`src/rtl/fp_add_controller.sv`:
```
// Sequencing controller around an external single-precision adder: classifies
// operands, resolves special cases locally, otherwise issues to the adder with a timeout.
module fp_add_controller #(
  parameter int TIMEOUT = 40
) (
  input  logic        clk,
  input  logic        reset,
  input  logic        in_valid,
  input  logic [31:0] in_a,
  input  logic [31:0] in_b,
  output logic        in_ready,
  output logic [31:0] a,
  output logic [31:0] b,
  output logic        available,
  output logic [4:0]  exception_f,
  input  logic [31:0] sum,
  input  logic        done,
  output logic        out_valid,
  output logic [31:0] out_result,
  output logic [4:0]  out_flags,
  output logic        out_err,
  input  logic        out_ready
);

  localparam int              CW       = $clog2(TIMEOUT + 1);
  localparam logic [CW-1:0]   CNT_LAST = CW'(TIMEOUT - 1);
  localparam logic [31:0]     QNAN     = 32'h7FC0_0000;

  typedef enum logic [2:0] {
    S_IDLE  = 3'd0,
    S_CLASS = 3'd1,
    S_ISSUE = 3'd2,
    S_WAIT  = 3'd3,
    S_RESP  = 3'd4
  } state_t;

  // Flags: {signs differ, any zero/denormal, any infinity, B NaN, A NaN}
  function automatic logic [4:0] classify(input logic [31:0] x, input logic [31:0] y);
    logic x_max;
    logic y_max;
    x_max = (x[30:23] == 8'hFF);
    y_max = (y[30:23] == 8'hFF);
    classify = {x[31] ^ y[31],
                (x[30:23] == 8'h00) | (y[30:23] == 8'h00),
                (x_max & ~|x[22:0]) | (y_max & ~|y[22:0]),
                y_max & |y[22:0],
                x_max & |x[22:0]};
  endfunction

  state_t          state_r;
  state_t          next_state_s;
  logic [CW-1:0]   cnt_r;
  logic [4:0]      flags_s;
  logic            a_inf_s;
  logic            b_inf_s;
  logic            a_zero_s;
  logic            b_zero_s;
  logic            timeout_s;
  logic [31:0]     spec_result_s;
  logic            spec_err_s;

  assign flags_s   = classify(a, b);
  assign a_inf_s   = (a[30:23] == 8'hFF) & ~|a[22:0];
  assign b_inf_s   = (b[30:23] == 8'hFF) & ~|b[22:0];
  assign a_zero_s  = (a[30:23] == 8'h00);
  assign b_zero_s  = (b[30:23] == 8'h00);
  assign timeout_s = (cnt_r == CNT_LAST);
  assign in_ready  = (state_r == S_IDLE);

  // Special-case result resolved without the adder, in priority order
  always_comb begin
    spec_result_s = QNAN;
    spec_err_s    = 1'b0;
    if (flags_s[0] | flags_s[1]) begin
      spec_result_s = QNAN;
    end else if (a_inf_s & b_inf_s & flags_s[4]) begin
      spec_err_s = 1'b1;
    end else if (a_inf_s) begin
      spec_result_s = a;
    end else if (b_inf_s) begin
      spec_result_s = b;
    end else if (a_zero_s & b_zero_s) begin
      spec_result_s = {a[31] & b[31], 31'd0};
    end else if (a_zero_s) begin
      spec_result_s = b;
    end else if (b_zero_s) begin
      spec_result_s = a;
    end else begin
      spec_err_s = 1'b1;
    end
  end

  // State register
  always_ff @(posedge clk or negedge reset) begin
    if (!reset) state_r <= S_IDLE;
    else        state_r <= next_state_s;
  end

  // Next-state logic; done in the final WAIT cycle takes precedence over timeout
  always_comb begin
    next_state_s = state_r;
    case (state_r)
      S_IDLE:  if (in_valid) next_state_s = S_CLASS; else next_state_s = S_IDLE;
      S_CLASS: if (flags_s == 5'd0) next_state_s = S_ISSUE; else next_state_s = S_RESP;
      S_ISSUE: next_state_s = S_WAIT;
      S_WAIT:  if (done || timeout_s) next_state_s = S_RESP; else next_state_s = S_WAIT;
      S_RESP:  if (out_ready) next_state_s = S_IDLE; else next_state_s = S_RESP;
      default: next_state_s = S_IDLE;
    endcase
  end

  // Datapath registers: operands, adder handshake, timeout counter and response
  always_ff @(posedge clk or negedge reset) begin
    if (!reset) begin
      a           <= 32'd0;
      b           <= 32'd0;
      available   <= 1'b0;
      exception_f <= 5'd0;
      cnt_r       <= '0;
      out_valid   <= 1'b0;
      out_result  <= 32'd0;
      out_flags   <= 5'd0;
      out_err     <= 1'b0;
    end else begin
      case (state_r)
        S_IDLE: begin
          if (in_valid) begin
            a <= in_a;
            b <= in_b;
          end
        end
        S_CLASS: begin
          exception_f <= flags_s;
          out_flags   <= flags_s;
          if (flags_s != 5'd0) begin
            out_valid  <= 1'b1;
            out_result <= spec_result_s;
            out_err    <= spec_err_s;
          end else begin
            available <= 1'b1;
          end
        end
        S_ISSUE: begin
          available <= 1'b0;
          cnt_r     <= '0;
        end
        S_WAIT: begin
          cnt_r <= cnt_r + CW'(1);
          if (done) begin
            out_valid <= 1'b1;
            if (sum[30:23] == 8'hFF) begin
              out_result <= {sum[31], 8'hFF, 23'd0};
              out_err    <= 1'b1;
            end else begin
              out_result <= sum;
              out_err    <= 1'b0;
            end
          end else if (timeout_s) begin
            out_valid  <= 1'b1;
            out_result <= QNAN;
            out_err    <= 1'b1;
          end
        end
        S_RESP: begin
          if (out_ready) out_valid <= 1'b0;
        end
        default: begin
          out_valid <= 1'b0;
          available <= 1'b0;
        end
      endcase
    end
  end

endmodule

```
`config.mk`:
```
export PLATFORM = sky130hd
export DESIGN_NAME = fp_add_controller
export DESIGN_NICKNAME = d
export VERILOG_FILES = /design/src/rtl/fp_add_controller.sv
export SDC_FILE = /design/constraint.sdc
export NUM_CORES = 1
export LEC_CHECK = 0
export ABC_AREA = 1
export ABC_CLOCK_PERIOD_IN_PS = 2500
export CAP_MARGIN = 30
export CORE_MARGIN = 2
export CORE_UTILIZATION = 48
export DETAILED_ROUTE_END_ITERATION = 7
export GPL_TIMING_DRIVEN = 0
export PLACE_DENSITY = 0.93
export SETUP_SLACK_MARGIN = 0.4
export SYNTH_ARGS = -nofsm -noshare
export SYNTH_HDL_FRONTEND = slang
export SYNTH_SLANG_ARGS = --single-unit
```
`constraint.sdc`:
```
create_clock -name clk -period 2.5 [get_ports clk]
set_input_delay 0.25 -clock clk [delete_from_list [all_inputs] [get_ports clk]]
set_output_delay 0.25 -clock clk [all_outputs]
set_load 0.01 [all_outputs]
```
# --- Word-level counts from Yosys, hierarchy flattened ---
# Cells that the tools add are included.
# W data, S select, Z words.
op_classes:
  n_reduce_logical: 18
  n_eq_ne: 12
  n_mux: 36
  addsub: 1
  n_bitwise: 14
ops:
  columns: ["op", "n"]
  rows:
  - ["$mux W32", 10]
  - ["$pmux W32 S2", 1]
  - ["$reduce_or A23 Y1", 2]
  - ["$mux W31", 1]
  - ["$eq A8 B8 Y1 const B", 3]
  - ["$logic_not A8 Y1", 2]
  - ["$mux W1", 16]
  - ["$pmux W3 S5", 1]
  - ["$pmux W6 S2", 1]
  - ["$mux W3", 3]
  - ["$and A1 B1 Y1", 8]
  - ["$add A6 B1 Y6 const B", 1]
  - ["$eq A3 B2 Y1 const B", 2]
  - ["$eq A6 B6 Y1 const B", 1]
  - ["$ne A2 B2 Y1 const B", 3]
  - ["$logic_not A5 Y1", 1]
  - ["$reduce_bool A5 Y1", 1]
  - ["$pmux W1 S2", 2]
  - ["$pmux W1 S4", 1]
  - ["$reduce_and A2 Y1", 2]
  - ["$reduce_and A4 Y1", 1]
  - ["$reduce_bool A2 Y1", 2]
  - ["$eq A3 B1 Y1 const B", 1]
  - ["$eq A3 B3 Y1 const B", 1]
  - ["other kinds (10)", 14]
totals:
  wordCells: 90
  register_bits: 113
  out_inout_bits: 110

# --- Longest topological paths before layout ---
# Gate-level depths: netlist of run 1.
depth:
  ltp_word: 10
  depth_mapped: 14

# --- Worst setup path before layout of run 1 ---
# OpenSTA, ideal clock, no wires.
synth_timing:
  kind: "reg2reg"
  from: "register a[14]"
  to: "register out_result[11]"
  setup_ns: 0.117
  n_path_buf: 1
  slack_ns: 0.823
  period_less_slack_ns: 1.677
  stages_incl_launch_ff: 14
  arrival_ns: 1.561
  path_cell_list: "dfrtp_1 -> nor2_1 -> nand2_1 -> nor2_1 -> nand3_1 -> nand2_2 -> nand2_4 -> nor2_2 -> nand2_1 -> nand2_2 -> nand2_4 -> buf_2 -> nand2_1 -> nand2_1"
synth_via:
  elab_chain_len: 9
  elab_cells_between_ends: 16
  cone_classes: "eq/ne: 1; mux: 5; bitwise: 6; reduce/logical: 4"
synth_lines:
  columns: ["element", "line", "source"]
  rows:
  - ["start, declared", "12", "output logic [31:0] a,"]
  - ["start signal, assigned", "128", "a <= in_a;"]
  - ["$reduce_or A23 Y1 (*)", "45, 47, 63", null]
  - ["$logic_not A1 Y1", "45, 63", null]
  - ["$and A1 B1 Y1", "45, 63", null]
  - ["$and A1 B1 Y1 (2 in series)", "76", "end else if (a_inf_s & b_inf_s & flags_s[4]) begin"]
  - ["$mux W32", "76", null]
  - ["$mux W32", "74", "if (flags_s[0] | flags_s[1]) begin"]
  - ["$mux W32", "135", "if (flags_s != 5'd0) begin"]
  - ["$pmux W32 S2", "125", "case (state_r)"]
  - ["end signal, assigned", "137", "out_result <= spec_result_s;"]
  - ["end signal, assigned", "152", "out_result <= {sum[31], 8'hFF, 23'd0};"]
  - ["end signal, assigned", "155", "out_result <= sum;"]
  - ["end, declared", "19", "output logic [31:0] out_result,"]
# Every way passes the cells marked *; elsewhere a longest branch is shown, timed or not. The select of a mux whose other input is x is not followed.
# A chain may end at the register's enable or synchronous reset.

# --- Worst setup path in the final report of run 1 ---
layout_timing:
  from: "register a[10]"
  to: "register out_result[2]"
# Same word-level chain as after synthesis.

==> reports/summary.txt, run 1 <==
Outcome - complete, but fails checks
Violated checks - design-rule violations
Fin. max-slew vios - 0
Clk_lat worst skew - 0.41 ns
Filler instances - 746
Global route total overflow - 0
N_diodes - 0
Crit-path cells - nor2_1 > nand2_1 > nor2_2 > nand3_1 > nand2_2 > nand2_4 > nor2_2 > nand2_1 > nand2_2 > nand2_4 > inv_6 > buf_6 > nand2_1 > nand2_1
Final-stage net count - 991
Fmax - 0.489 GHz
Critical path's largest stage delay - 0.42 ns
Synth-to-layout area growth - 54.0%
Routed WL - 20000 um
GRT Util Overall - 0.311
Die Y - 113 um
First drt pass iteration count - 8
MaxCap Viol Count - 0
Critical path launch point type - flop
Worst setup margin - 0.455 ns
Crit path top cell by count - nand2_1
Clock slew at reported path FFs - 0.05 ns
Worst-case clock buffer depth - 2
Final setup vio count - 0
CP Buf/Inv Count - 2
Slew of the pin with the lowest slew margin - 0.737 ns
CTS tree - done
Largest net degree at the start of global routing - 60
Routability Congestion - 0.979
Worst R2R Setup Slack - 0.45 ns
Rel. slew slack - 0.509
Hold EP - a[22]$_DFFE_PN0P_
DRC Markers - 11
Crit path time final - 2.05 ns
CTS sink cnt - 113
Chip width - 113 um
Total core area - 11500 um^2
Routed len/inst - 19.2 um
R2r endpoint - out_result[2]$_DFFE_PN0P_
Final Hold Fails - 0
Sequential area share after synthesis - 0.494
CTS buffer count - 17
Distinct cells, synth - 34
CP delay by family, top - simple AND/OR/NAND/NOR gates
Crit Reg-Reg Startpoint - a[10]$_DFFE_PN0P_
Critical Path RT - 2.85 ns
DRT iter0 DRCs - 606
Global-route wire length before repair - 30800 um
Worst Hold Depth - 3
Total negative setup slack - 0 ns
Vias per cell - 5.55
Clock Skews - 0.0126 ns
Setup CP Type - reg2reg
FF+latch count, synth - 113
Share of layout cells above drive strength 1 - 0.178
Max stage delay cell, worst path - dfrtp_1
H-tree depth - 4
Min-Delay Path Class - in2reg
RSZ-0062 raised after global routing - yes
Die Area - 12800 um^2
Clk root buf - clkbuf_16
Mapped cell area - 5720 um^2
Hpwl dp - 14600 um
Crit Path Max Fanout - 10
DR vias - 5795
VDD IR max - 929 uV
Crit path DAT - 2.39 ns
Critical path endpoint category - flop
PD cells - 1240 nW/um^2
Leakage - 3.94 nW
Initial antenna violation count - 0
Rows - 39
Initial Utilization - 0.497
Reg2reg path depth - 14
Syn avg cell area - 8.87 um^2
Post-Syn Nets - 748
# IOs - 211
Post-Place Setup Slack - 0.483 ns
Min-delay src - in_a[22]
Warning count from the yosys run - 0
I/O Buffers - 210
Routed Antenna Nets - 0
Synth Instances - 645
Final Cycle Share - 0.818
Via count of the first global-routing pass - 5624
[cell usage after synthesis]
library cell | count | area [um^2]
a211oi_1 | 8 | 60.1
inv_4 | 1 | 6.26
o211ai_1 | 15 | 113
mux2_2 | 59 | 664
a32o_1 | 1 | 10.0
nor2_8 | 1 | 20.0
buf_4 | 7 | 52.6
clkinv_1 | 1 | 3.75
inv_2 | 5 | 18.8
nand3_1 | 21 | 105
ha_1 | 2 | 25.0
nor2_2 | 7 | 43.8
o21ai_0 | 29 | 145
o21bai_1 | 1 | 7.51
inv_1 | 17 | 63.8
nor2_1 | 58 | 218
nand2_4 | 2 | 22.5
nor3_1 | 1 | 5.00
a21oi_1 | 16 | 80.1
buf_2 | 15 | 75.1
nor2_4 | 2 | 22.5
buf_6 | 3 | 33.8
clkbuf_1 | 9 | 33.8
buf_1 | 1 | 3.75
o31ai_1 | 16 | 120
nand2_2 | 3 | 18.8
nand2_1 | 213 | 800
nand4_2 | 2 | 25.0
a22o_1 | 1 | 8.76
o41ai_1 | 1 | 8.76
dfrtp_1 | 113 | 2830
o21ai_1 | 4 | 20.0
nand4_1 | 8 | 50.1
o22ai_1 | 2 | 12.5
[logic make-up after synthesis]
family          synth area share
buf+inv                   0.0509
compound gates             0.102
flops                      0.494
simple gates               0.232
fa+ha+maj                0.00437
mux                        0.116
[cell usage in the layout (no fill, tap or decap), types with 12 or more instances in the layout]
| cell | instances |
|---|---|
| o31ai_1 | 16 |
| clkdlybuf4s50_1 | 209 |
| o21ai_0 | 29 |
| o211ai_1 | 15 |
| a21oi_1 | 16 |
| buf_2 | 12 |
| dfrtp_1 | 111 |
| inv_1 | 17 |
| clkbuf_16 | 17 |
| nor2_1 | 51 |
| nand3_1 | 21 |
| buf_4 | 23 |
| mux2_2 | 59 |
| nand2_1 | 213 |
[power breakdown]
group	switching (mW)	leakage, nW	internal [mW]
clock	0.862	0.310	1.74
sequential	0.948	1.39	2.67
combinational	2.15	2.23	2.58
total	3.96	3.94	6.99
[stage by stage]
step           hold slack (ns)  total power, mW  std cells  area [um^2]   util
5_1_grt                  0.436             11.5       1044         8810  0.765
3_3_place_gp             0.453             7.89        998         8010  0.695
4_1_cts                  0.408             10.7       1032         8670  0.753
2_1_floorplan          -0.0456             5.49        645         5720      -
3_5_place_dp             0.338             8.03        999         8030  0.697
6_report                 0.422             10.9       1044         8810  0.765
[worst min-delay path: stages]
cell,delay [ns]
clkdlybuf4s50_1,0.40
nor2_1,0.10
a21oi_1,0.05
[cell type report]
| class | count | area, um^2 | area share |
|---|---|---|---|
| flip-flops and latches | 113 | 2830 | 0.321 |
| repair buffers | 224 | 2230 | 0.253 |
| clock buffers | 22 | 474 | 0.0538 |
| plain buffers | 35 | 206 | 0.0234 |
| well taps | 143 | 179 | 0.0203 |
| multi-input cells | 473 | 2650 | 0.300 |
| clock inverters | 10 | 156 | 0.0177 |
| inverters | 24 | 95.1 | 0.0108 |
[how the worst max path moves through the flow]
stage | slack (ns) | endpoint | from | cells past startpoint
global placement | -3.08 | a[10]$_DFFE_PN0P_ | reset | 1
detailed placement | 0.48 | out_result[25]$_DFFE_PN0P_ | b[4]$_DFFE_PN0P_ | 13
finish | 0.45 | out_result[2]$_DFFE_PN0P_ | a[10]$_DFFE_PN0P_ | 14
CTS | 0.45 | out_result[18]$_DFFE_PN0P_ | b[4]$_DFFE_PN0P_ | 13
floorplan | 0.82 | out_result[11]$_DFFE_PN0P_ | a[14]$_DFFE_PN0P_ | 13
global route | 0.31 | out_result[18]$_DFFE_PN0P_ | a[11]$_DFFE_PN0P_ | 13
[sequential cells by signal (all words and copies together) (netlist names)]
register,flops
b,32
cnt_r,6
out_flags,5
a,32
state_r,3
out_valid,1
out_err,1
available,1
out_result,32
[what timing repair did]
action | 4_1_cts | 5_1_grt
hold buffers | 1 | 0
buffers inserted | 0 | 12
setup endpoints to repair | 0 | 35
gates resized for setup | 0 | 20
hold endpoints to repair | 54 | 0
[layer usage]
layer  up-vias  GRT usage  share of wire
li1       2644          -              -
met1      2764      0.399           0.39
met2       346      0.525           0.50
met3        41     0.0680          0.092
met4         0      0.106          0.023
met5         -          0              0
No activity file was read; power rests on OpenSTA's default activity.
==> inputs of run 2 (changes only) <==
--- a/config.mk
+++ b/config.mk
@@ -6,13 +6,13 @@
 export NUM_CORES = 1
 export LEC_CHECK = 0
 export ABC_AREA = 1
-export ABC_CLOCK_PERIOD_IN_PS = 2500
+export ABC_CLOCK_PERIOD_IN_PS = 1800
 export CAP_MARGIN = 30
 export CORE_MARGIN = 2
-export CORE_UTILIZATION = 48
+export CORE_UTILIZATION = 41
 export DETAILED_ROUTE_END_ITERATION = 7
 export GPL_TIMING_DRIVEN = 0
-export PLACE_DENSITY = 0.93
+export PLACE_DENSITY = 0.85
 export SETUP_SLACK_MARGIN = 0.4
 export SYNTH_ARGS = -nofsm -noshare
 export SYNTH_HDL_FRONTEND = slang
==> constraint.sdc (replaced) <==
create_clock -name clk -period 1.8 [get_ports clk]
set_input_delay 0.18 -clock clk [delete_from_list [all_inputs] [get_ports clk]]
set_output_delay 0.18 -clock clk [all_outputs]
set_load 0.01 [all_outputs]
==> run 2 against run 1 <==
  * The run ends with negative setup slack left
  * Critical path depth is the same
  * Die area increased by 16%
  * Design area up 14%
  * Largest cell class is now multi-input gates
==> reports/summary.txt, run 2 (synthesis gave the netlist of run 1 again) <==
PD cells - 1680 nW/um^2 (+36%)
Reg2reg path depth - 14 (unchanged)
Net Switching - 6.56 mW (+66%)
Design area - 10000 um^2 (+14%)
CP delay by family, top - simple AND/OR/NAND/NOR gates
Hpwl dp - 14200 um (-2.8%)
Vias per cell - 5.52 (-0.52%)
Routed len/inst - 20.8 um (+8.5%)
Filler instances - 954 (+28%)
Largest regs - a x32, b x32, out_result x32
DRT iter0 DRCs - 582 (-4.0%)
Commonest non-fill, non-tap cells in the layout - nand2_1 (178), dfrtp_1 (103), clkdlybuf4s50_1 (99)
Die Area - 14900 um^2 (+16%)
Synth-to-layout area growth - 74.8%
Crit path DAT - 2.28 ns (-0.11 ns)
Clock slew at reported path FFs - 0.06 ns (about the same)
RSZ-0062 raised after global routing - yes
Post-Place Setup Slack - -0.195 ns (-0.677 ns)
N_diodes - 0 (unchanged)
Critical path launch point type - flop
I/O Buffers - 210 (unchanged)
Fmax - 0.509 GHz (+4.0%)
R2r endpoint - out_result[27]$_DFFE_PN0P_
Routed Antenna Nets - 0 (unchanged)
Fin. max-slew vios - 0 (unchanged)
Met3 routed wirelength - 1950 um (+6.2%)
Setup CP Type - reg2reg
VDD IR max - 1040 uV (+12%)
Crit Path Max Fanout - 10 (unchanged)
Final core occ - 0.727 (-0.0388)
Met2 wire length - 12100 um (+22%)
Max stage delay cell, worst path - dfrtp_2
Clock Skews - 0.0109 ns (-0.00169 ns)
Routed WL - 24100 um (+20%)
Post-Layout Cell Count - 1157 (+11%)
Critical Path RT - 2.11 ns (-0.74 ns)
Largest net degree at the start of global routing - 73 (+22%)
Outcome - complete, but fails checks
Final setup vio count - 35 (+35)
MaxCap Viol Count - 0 (unchanged)
Net Sw Frac - 0.390 (+0.0280)
DRC Markers - 0 (-11)
Placed inst area - 8100 um^2 (+0.90%)
Critical Path Stages - 14 (unchanged)
Leakage - 4.97 nW (+26%)
Critical path's largest stage delay - 0.41 ns (about the same)
# IOs - 211 (unchanged)
CTS buffer count - 17 (unchanged)
Inst Count DP - 1036 (+3.7%)
Rel. slew slack - 0.605 (+0.0963)
Worst setup margin - -0.167 ns (-0.621 ns)
Critical path endpoint category - flop
WHS - 0.304 ns (-0.117 ns)
Final Hold Fails - 0 (unchanged)
Crit-path cells - nor2_2 > nand2_1 > nor2_2 > buf_4 > nand4_1 > nand2_1 > nor2_2 > nand2_2 > nand2_2 > nand2_4 > inv_8 > buf_8 > nand2_1 > nand2_1
Global-route wire length before repair - 32600 um (+6.0%)
Pwr Total - 16.8 mW (+54%)
H-tree depth - 4 (unchanged)
First drt pass iteration count - 5 (-3)
Chip width - 122 um (+7.9%)
Clock Power Share - 0.179 (-0.059)
Wire length on met1 - 9030 um (+16%)
Crit path top cell by count - nand2_1
GRT Util Overall - 0.293 (-0.0185)
Most common cell after layout, fill and taps aside - nand2_1
CP Launch Point - b[21]$_DFFE_PN0P_
Slew of the pin with the lowest slew margin - 0.592 ns (-0.144 ns)
Highest Signal Layer - met4
Worst R2R Setup Slack - -0.17 ns (-0.62 ns)
Global route total overflow - 0 (unchanged)
Violated checks - negative setup slack
Crit path to - out_result[27]$_DFFE_PN0P_
Crit Reg-Reg Startpoint - b[21]$_DFFE_PN0P_
CP Buf/Inv Count - 3 (+1)
Rows - 43 (+10%)
Die Y - 122 um (+7.9%)
Routability Congestion - 0.967 (-1.2%)
Internal power - 10.3 mW (+47%)
Total negative setup slack - -5.03 ns (-5.03 ns)
Initial Utilization - 0.416 (-0.0815)
Clk_lat worst skew - 0.43 ns (+0.02 ns)
Total core area - 13800 um^2 (+20%)
Final Cycle Share - 1.09 (+0.275)
Crit path time final - 1.97 ns (-0.0785 ns)
Final-stage net count - 1068 (+7.8%)
Min-Delay Path Class - in2async
CTS sink cnt - 113 (unchanged)
Share of total power in sequential cells - 0.289 (-0.041)
DR vias - 6389 (+10%)
Comb power frac - 0.531 (+0.099)
Share of layout cells above drive strength 1 - 0.358 (+0.181)
Initial antenna violation count - 0 (unchanged)
Worst-case clock buffer depth - 2 (unchanged)
CTS tree - done
Via count of the first global-routing pass - 6032 (+7.3%)
Clk root buf - clkbuf_16
-- run 2: final cells by class --
class,instances,area (um^2),share of cell area
clock inverter,7,35.0,0.00350
sequential,113,2840,0.284
clock buffer,24,482,0.0481
buffer,35,362,0.0361
timing repair buffer,299,2760,0.276
multi-input combinational,475,3200,0.320
inverter,24,103,0.0103
tap,180,225,0.0225
-- run 2: worst min-delay path by stage --
stage / endpoint / slack (ns) / start
6_report: out_result[31]$_DFFE_PN0P_ / 0.30 / reset
5_1_grt: a[3]$_DFFE_PN0P_ / 0.36 / in_a[3]
4_1_cts: out_result[31]$_DFFE_PN0P_ / 0.32 / reset
3_5_place_dp: out_result[31]$_DFFE_PN0P_ / 0.20 / reset
3_3_place_gp: out_result[24]$_DFFE_PN0P_ / 0.45 / out_result[24]$_DFFE_PN0P_
2_1_floorplan: a[0]$_DFFE_PN0P_ / -0.12 / reset
-- run 2: layer usage --
metal / global-route usage / vias up
met5: 0 / -
met4: 0.119 / 0
met3: 0.0810 / 92
met2: 0.485 / 404
met1: 0.361 / 3092
li1: - / 2801
-- run 2: power by group through the flow --
stage	Combinational [mW]	Sequential, mW	Clock, mW
floorplan	2.55	5.13	0
global placement	6.10	4.90	0
detailed placement	6.25	4.94	0
CTS	7.49	4.63	2.99
global route	9.42	4.96	3.16
finish	8.95	4.87	3.02
-- run 2: repair_timing --
action                                 4_1_cts  5_1_grt
endpoints found under the hold margin       41        0
pin swaps                                   12       33
gates cloned                                 1       12
setup endpoints to repair                  217      145
hold buffers                                 1        0
resized for setup                          264      164
buffers inserted                            60       16
==> inputs of run 3 (changes only) <==
--- a/config.mk
+++ b/config.mk
@@ -6,13 +6,14 @@
 export NUM_CORES = 1
 export LEC_CHECK = 0
 export ABC_AREA = 1
-export ABC_CLOCK_PERIOD_IN_PS = 1800
+export ABC_CLOCK_PERIOD_IN_PS = 2300
 export CAP_MARGIN = 30
 export CORE_MARGIN = 2
-export CORE_UTILIZATION = 41
+export CORE_UTILIZATION = 48
 export DETAILED_ROUTE_END_ITERATION = 7
+export GPL_ROUTABILITY_DRIVEN = 0
 export GPL_TIMING_DRIVEN = 0
-export PLACE_DENSITY = 0.85
+export PLACE_DENSITY = 0.93
 export SETUP_SLACK_MARGIN = 0.4
 export SYNTH_ARGS = -nofsm -noshare
 export SYNTH_HDL_FRONTEND = slang
==> constraint.sdc (replaced) <==
create_clock -name clk -period 2.3 [get_ports clk]
set_input_delay 0.23 -clock clk [delete_from_list [all_inputs] [get_ports clk]]
set_output_delay 0.23 -clock clk [all_outputs]
set_load 0.01 [all_outputs]
==> run 3 against run 2 <==
  * The run ends with design-rule violations left
  * Non-clock buffer count is 40 lower
  * Clock-buffer cell count unchanged
  * Final cell count shrank 6.8%
  * Design area is 8.5% lower
  * Via count decreased by 3.6%
  * Critical path type unchanged
==> reports/summary.txt, run 3 (synthesis gave the netlist of run 1 again) <==
Outcome - complete, but fails checks
Violated checks - design-rule violations
Crit path DAT - 2.32 ns (+0.04 ns)
Worst R2R Setup Slack - 0.33 ns (+0.50 ns)
Crit Reg-Reg Startpoint - a[20]$_DFFE_PN0P_
Final-stage net count - 1027 (-3.8%)
Post-Layout Cell Count - 1078 (-6.8%)
DRT iter0 DRCs - 750 (+29%)
First drt pass iteration count - 8 (+3)
Setup CP Type - reg2reg
# IOs - 211 (unchanged)
Routed Antenna Nets - 0 (unchanged)
Via count of the first global-routing pass - 5671 (-6.0%)
Global-route wire length before repair - 31200 um (-4.4%)
Slew of the pin with the lowest slew margin - 0.761 ns (+0.169 ns)
N_diodes - 0 (unchanged)
Clock Skews - 0.0132 ns (+0.00230 ns)
Max stage delay cell, worst path - dfrtp_1
Final Hold Fails - 0 (unchanged)
Commonest non-fill, non-tap cells in the layout - nand2_1 (208), clkdlybuf4s50_1 (208), dfrtp_1 (105)
Synth-to-layout area growth - 59.9%
Crit Path Max Fanout - 10 (unchanged)
Hpwl dp - 14400 um (+1.4%)
Routed len/inst - 20.1 um (-3.4%)
Die Y - 113 um (-7.3%)
Min-delay src - in_b[18]
Filler instances - 691 (-28%)
Clock slew at reported path FFs - 0.05 ns (about the same)
Critical path endpoint category - flop
DR vias - 6159 (-3.6%)
R2r endpoint - out_result[31]$_DFFE_PN0P_
VDD IR max - 1010 uV (-2.6%)
Leakage - 4.12 nW (-17%)
Initial antenna violation count - 0 (unchanged)
GRT Util Overall - 0.318 (+0.0254)
Fin. max-slew vios - 0 (unchanged)
Initial Utilization - 0.497 (+0.0815)
Critical path launch point type - flop
Final Cycle Share - 0.855 (-0.237)
DRC Markers - 11 (+11)
Largest net degree at the start of global routing - 59 (-19%)
Min-Delay Path Class - in2reg
CTS sink cnt - 113 (unchanged)
Clk_lat worst skew - 0.43 ns (about the same)
Clk root buf - clkbuf_16
CP Launch Point - a[20]$_DFFE_PN0P_
RSZ-0062 raised after global routing - yes
Largest regs - a x32, b x32, out_result x32
Final setup vio count - 0 (-100%)
H-tree depth - 4 (unchanged)
Chip width - 113 um (-7.3%)
Routed WL - 21700 um (-10%)
I/O Buffers - 210 (unchanged)
MaxCap Viol Count - 0 (unchanged)
Worst-case clock buffer depth - 2 (unchanged)
WHS - 0.397 ns (+0.0927 ns)
Vias per cell - 5.71 (+3.5%)
Crit path top cell by count - nand2_1
PD cells - 1330 nW/um^2 (-21%)
Rel. slew slack - 0.492 (-0.113)
Critical Path RT - 2.65 ns (+0.54 ns)
Rows - 39 (-9.3%)
Total core area - 11500 um^2 (-16%)
Crit path time final - 1.97 ns (+0.000872 ns)
Crit-path cells - nor2_1 > nand2_1 > nor2_4 > nand3_2 > nand2_2 > nand2_4 > nor2_2 > nand2_1 > nand2_2 > nand2_4 > inv_6 > buf_6 > nand2_1 > nand2_1
Inst Count DP - 999 (-3.6%)
Critical path's largest stage delay - 0.43 ns (+0.02 ns)
Global route total overflow - 0 (unchanged)
Crit path to - out_result[31]$_DFFE_PN0P_
CTS buffer count - 17 (unchanged)
CTS tree - done
Reg2reg path depth - 14 (unchanged)
Die Area - 12800 um^2 (-14%)
Share of layout cells above drive strength 1 - 0.235 (-0.123)
Fmax - 0.508 GHz (about the same)
run 3: changes by cell type in the layout (fill, tap and decap cells not counted), sizes merged, moves of 2 or more:
cell / delta
clkbuf: -36
clkinv: -2
clkdlybuf4s50: +109
buf: -38
dlygate4sd2: -61
clkdlybuf4s15: -15
run 3: metrics by stage:
stage	power, mW	util	setup slack, ns	TNS [ns]	instance area (um^2)
final	12.1	0.795	0.333	0	9160
after global routing	12.7	0.795	0.225	0	9160
after CTS	11.5	0.762	0.401	0	8780
after detailed placement	8.74	0.697	0.277	0	8030
after global placement	8.58	0.695	-3.28	-369.24	8010
after floorplan	5.97	-	0.623	0	5720
run 3: worst min-delay path by stage:
stage | end | slack [ns] | cells past startpoint
6_report | b[18]$_DFFE_PN0P_ | 0.40 | 3
5_1_grt | b[25]$_DFFE_PN0P_ | 0.41 | 2
4_1_cts | b[18]$_DFFE_PN0P_ | 0.39 | 3
3_5_place_dp | out_result[2]$_DFFE_PN0P_ | 0.35 | 1
3_3_place_gp | out_result[29]$_DFFE_PN0P_ | 0.45 | 2
2_1_floorplan | a[0]$_DFFE_PN0P_ | -0.07 | 0
run 3: worst max-delay path: cells and delay by family, from the launching register on:
kind | cells | cell delay (ns)
and+or+nand+nor | 12 | 1.22
DFF | 1 | 0.43
buffers and inverters | 2 | 0.24
run 3: repair_timing:
action | 4_1_cts | 5_1_grt
hold endpoints to repair | 57 | 0
hold buffers | 1 | 0
pin swaps | 5 | 22
setup buffers | 18 | 27
gates resized for setup | 17 | 48
gates cloned | 0 | 3
endpoints found under the setup margin | 36 | 36
run 3: area by class of cell:
type	count	area [um^2]	share of cell area
well taps	143	179	0.0195
clock inverters	6	55.1	0.00601
flip-flops and latches	113	2840	0.310
inverters	24	95.1	0.0104
repair buffers	259	2490	0.272
clock buffers	24	502	0.0548
multi-input cells	474	2750	0.300
plain buffers	35	250	0.0273
run 3: where the power goes:
group / internal, mW / leakage [nW] / total, mW / switching [mW]
registers: 2.91 / 1.39 / 3.90 / 0.990
clock network: 1.60 / 0.281 / 2.50 / 0.901
logic: 3.11 / 2.45 / 5.74 / 2.62
run 3: layer usage:
| layer | vias up | track usage | wire, um | part of all wire |
|---|---|---|---|---|
| met2 | 445 | 0.508 | 10500 | 0.48 |
| met5 | - | 0 | 0 | 0 |
| met3 | 107 | 0.0873 | 2050 | 0.095 |
| met4 | 0 | 0.124 | 949 | 0.044 |
| met1 | 2892 | 0.414 | 8190 | 0.38 |
| li1 | 2715 | - | - | - |
